$ cat src/rtl/posit_add_pkg.sv
// posit_add_pkg: shared state type and width/scale/count helpers for the posit adder
package posit_add_pkg;
  typedef enum logic [1:0] {IDLE, SHIFT, HOLD} state_t;
  function automatic int scale_width(input int n, input int es);
    return $clog2(n) + es + 2;
  endfunction
  function automatic int min_scale(input int n, input int es);
    return -((n - 2) << es);
  endfunction
  // Clamp the run length into 1..n-1 and convert it to a shift count.
  function automatic int sat_count(input int shift, input int n);
    int s;
    s = shift < 1 ? 1 : shift;
    s = s > n - 1 ? n - 1 : s;
    return s - 1;
  endfunction
endpackage

$ cat src/rtl/posit_scale_sat_dec.sv
// posit_scale_sat_dec: combinational decrement of a signed scale, saturating at MIN_SCALE
module posit_scale_sat_dec #(
  parameter int EW = 8,
  parameter int MIN_SCALE = -48
) (
  input  logic signed [EW-1:0] i_exp,
  output logic signed [EW-1:0] o_exp,
  output logic                 o_underflow
);
  localparam logic signed [EW-1:0] MIN = EW'(MIN_SCALE);
  always_comb begin
    o_underflow = i_exp <= MIN;
    o_exp = o_underflow ? MIN : i_exp - EW'(1);
  end
endmodule

$ cat src/rtl/posit_add_normalizer.sv
// posit_add_normalizer: serial left-shift normaliser; one shift and one scale decrement per cycle
module posit_add_normalizer import posit_add_pkg::*; #(
  parameter int N  = 8,
  parameter int ES = 3,
  parameter int RS = $clog2(N),
  parameter int EW = scale_width(N, ES)
) (
  input  logic          clk,
  input  logic          reset,
  input  logic          in_valid,
  output logic          in_ready,
  input  logic [N-1:0]  in_mant,
  input  logic [RS:0]   in_shift,
  input  logic [EW-1:0] in_exp,
  output logic          out_valid,
  input  logic          out_ready,
  output logic [N-1:0]  out_mant,
  output logic [EW-1:0] out_exp,
  output logic          out_zero,
  output logic          out_underflow
);
  state_t        r_state;
  logic          r_in_ready, r_out_valid, r_zero, r_uf;
  logic [N-1:0]  r_mant;
  logic [EW-1:0] r_exp, w_dec_exp;
  logic [RS:0]   r_cnt, w_c;
  logic          w_dec_uf, w_in_zero, w_direct;
  always_comb begin
    w_c       = (RS+1)'(sat_count(int'(in_shift), N));
    w_in_zero = in_mant == '0;
    w_direct  = w_in_zero || w_c == '0;
  end
  posit_scale_sat_dec #(.EW(EW), .MIN_SCALE(min_scale(N, ES))) u_dec (
    .i_exp(r_exp),
    .o_exp(w_dec_exp),
    .o_underflow(w_dec_uf)
  );
  always_ff @(posedge clk or posedge reset) begin
    if (reset) begin
      r_state     <= IDLE;
      r_in_ready  <= 1'b1;
      r_out_valid <= 1'b0;
      r_mant      <= '0;
      r_exp       <= '0;
      r_zero      <= 1'b0;
      r_uf        <= 1'b0;
      r_cnt       <= '0;
    end else begin
      case (r_state)
        IDLE: if (in_valid) begin
          r_in_ready  <= 1'b0;
          r_mant      <= in_mant;
          r_exp       <= w_in_zero ? '0 : in_exp;
          r_zero      <= w_in_zero;
          r_uf        <= 1'b0;
          r_cnt       <= w_c;
          r_out_valid <= w_direct;
          r_state     <= w_direct ? HOLD : SHIFT;
        end
        SHIFT: begin
          r_mant <= r_mant << 1;
          r_exp  <= w_dec_exp;
          r_uf   <= r_uf | w_dec_uf;
          r_cnt  <= r_cnt - (RS+1)'(1);
          if (r_cnt == (RS+1)'(1)) begin
            r_state     <= HOLD;
            r_out_valid <= 1'b1;
          end
        end
        HOLD: if (out_ready) begin
          r_state     <= IDLE;
          r_out_valid <= 1'b0;
          r_in_ready  <= 1'b1;
        end
        default: r_state <= IDLE;
      endcase
    end
  end
  always_comb begin
    in_ready      = r_in_ready;
    out_valid     = r_out_valid;
    out_mant      = r_mant;
    out_exp       = r_exp;
    out_zero      = r_zero;
    out_underflow = r_uf;
  end
endmodule

$ cat config.mk
export PLATFORM = sky130hd
export DESIGN_NAME = posit_add_normalizer
export DESIGN_NICKNAME = d
export VERILOG_FILES = /design/src/rtl/posit_add_pkg.sv /design/src/rtl/posit_scale_sat_dec.sv /design/src/rtl/posit_add_normalizer.sv
export SDC_FILE = /design/constraint.sdc
export NUM_CORES = 1
export LEC_CHECK = 0
export ABC_AREA = 1
export BUFFER_PORTS_ARGS = -buffer_cell sky130_fd_sc_hd__buf_2
export CAP_MARGIN = 20
export CORE_MARGIN = 3
export CORE_UTILIZATION = 44
export DETAILED_ROUTE_END_ITERATION = 16
export GPL_TIMING_DRIVEN = 0
export PLACE_DENSITY = 0.64
export SKIP_LAST_GASP = 1
export SLEW_MARGIN = 20
export SYNTH_ARGS = -nofsm -noshare
export SYNTH_HDL_FRONTEND = slang
export SYNTH_HIERARCHICAL = 1
export SYNTH_SLANG_ARGS = --single-unit
$ cat constraint.sdc
create_clock -name clk -period 1.8 [get_ports clk]
set_input_delay 0.36 -clock clk [delete_from_list [all_inputs] [get_ports clk]]
set_output_delay 0.36 -clock clk [all_outputs]
set_load 0.03 [all_outputs]
==> metrics.cfg <==
[clocking]
cts_buffer_depth=2
insertion_delay_ns=0.27
cts.sinks=26
cts_buffers=3
cts_hold_buf=0
htreeDepth=1
cts_root_buffer=clkbuf_8
tritoncts=yes
clk_pin_slew_worst_paths_ns=0.09

[global_route]
grt_antenna_before_repair=0
grt_pass1_vias=1361
grt_usage_pct=18.0
grt_pass1_wl_um=6330
grt_max_degree=27
grt_overflow=0

[power_and_ir_drop]
ir_drop_v=0.000639
power_density_nw_per_um2=2000
p_leak_nw=1.08

[timing]
hold_viol=0
fin_crit_ns=1.60
finalSetupViolations=0
fin_skew_ns=0.00398
rsz0062_at_grt=false
post-route-period-util_pct=88.9
fmax_ghz=0.625
worst_slew_pin_slew_ns=0.933
fin_tns_setup_ns=0
slew_viol_final=0
slew_headroom_pct=37.4
setup_slack_ns=0.200

[critical_path]
critical_path_class=flop to flop
cpMostUsedCell=a21oi_1
cp.depth=7
cp.arrival_ns=1.80
crit_chain=inv_1, ha_1, buf_4, o21ai_1, buf_2, a21oi_1, a21oi_1
r2r_end=out_exp[3]
endpoint_kind=flop
cp_max_fo=10
cp_top_family=buffers and inverters
cp.required_ns=2.00
slowest_stage=dfrtp_1
critPathBufInv=3
max_stage_delay_ns=0.41
worstRegToRegCells=7
start_kind=flop
reg2reg_setup_slack_ns=0.20
r2r-start=r_state[1]

[drt]
ant_nets=0
dr.pass1.iters=4
finalWirelength_um=3920
wl_per_cell_um=12.1
num_vias=1621
drc=0
drtIter0Drc=56
viasPerCell=5.00

[logic_synthesis]
synth_nets=264
synth_area_leaders=dfrtp_1, nand2_1, nor2_1
synth_cell_types=29
ys_seq_area_share_pct=38.6
synth_top_area_share_pct=37.0
netlist_instances=231
yosys_warnings=6
synth_top_cell_by_area=dfrtp_1
avgSynthCellArea_um2=7.31
synthesis.area_um2=1690
synth.ff_latch_count=26

[floorplan]
fp.dieW_um=68.0
die_y_um=68.0
die_area_um2=4620
io_pins=44
initial_core_util_pct=48.0
placementRows=21
core-area_um2=3520

[final_layout]
multiInputGateArea_um2=873
seq_area_um2=652
syn_to_final_growth_pct=20.4
finish.net_count=312
n_antenna_cell=0
layout_common_cells=buf_2, nand2_1, nor2_1, dfrtp_1, inv_1
drive_gt1_share_pct=26.3
layout_commonest_cell=buf_2
fill_cells=349

[placed_design]
dp_slack_ns=0.154
io_buffers=43
routabilityCongestion=0.714
hpwl_um=2930

[run_status]
status=complete, no violations

[run]
cap_violations=0

[min_path]
worst_hold_path_type=input port to async pin

==> metal layers <==
layer	vias to the layer above	wire [µm]	track usage, %	part of all wire [%]
met3	2	216	2.13	5.5
met1	743	1930	25.6	49
li1	837	-	-	-
met4	0	24	5.21	0.61
met2	39	1750	28.6	45
met5	-	0	0	0
==> cells by family (layout without fill, tap and decap cells) <==
kind of cell             after synthesis  count (layout)  synth area share, %
AND/OR/NAND/NOR                      117             117                 30.4
AO/OA/AOI/OAI                         42              42                 13.6
buffers and inverters                 35              82                 9.70
flip-flops                            26              26                 38.6
adder cells (fa/ha/maj)                9               9                 6.67
XOR/XNOR                               2               2                 1.04
==> synthesized netlist by cell type <==
cell type	number
nor2_2	7
nor3_1	1
inv_4	1
nand2_4	1
buf_6	2
buf_4	1
dfrtp_1	25
nand2_2	3
inv_1	24
buf_2	5
o21ai_1	2
nor2_4	1
xor2_1	1
nor2_1	34
nand4_1	3
nand2_1	47
nand3_1	19
dfstp_2	1
a31oi_1	7
o21bai_1	1
o21ai_2	1
ha_1	9
and2_1	1
o21ai_0	8
clkbuf_1	1
xnor2_1	1
a21oi_1	22
inv_6	1
a21oi_2	1
==> area by class of cell <==
type | instances | share of cell area (%)
inverter | 26 | 5.17
tap | 46 | 2.83
multi-input combinational | 170 | 42.9
timing repair buffer | 43 | 10.6
sequential | 26 | 32.0
buffer | 9 | 2.95
clock buffer | 3 | 2.03
clock inverter | 1 | 1.48
==> how the worst max path moves through the flow <==
stage,start,end,slack [ns]
2_1_floorplan,out_exp[0],out_exp[5],0.23
3_3_place_gp,in_shift[2],out_valid,0.18
3_5_place_dp,in_shift[2],out_valid,0.15
4_1_cts,r_state[1],out_mant[1],0.19
5_1_grt,r_state[0],out_exp[3],0.02
6_report,r_state[1],out_exp[3],0.20
==> sequential cells by signal, summed over array words and instances, names as in the netlist <==
signal         flops
out_underflow      1
r_cnt              4
out_zero           1
in_ready           1
out_exp            8
out_mant           8
r_state            2
out_valid          1
==> where the power goes <==
group          internal (mW)  switching, mW
Sequential             0.867          0.270
Clock                  0.298          0.187
Combinational          0.842           1.61
Total                   2.01           2.07
==> metrics by stage <==
step	utilization (%)	power, mW	hold slack, ns	cells	area (µm²)
after floorplan	-	3.00	0.399	231	1690
after global placement	55.7	3.57	0.465	320	1960
after detailed placement	55.7	3.60	0.464	320	1960
after CTS	57.7	4.09	0.338	324	2030
after global routing	57.8	4.45	0.220	324	2030
final	57.8	4.07	0.162	324	2030
==> what timing repair did <==
action	in CTS	in global routing
resized for setup	0	2
endpoints found under the setup margin	0	2
setup buffers	0	0
No activity file was read; power rests on OpenSTA's default activity.
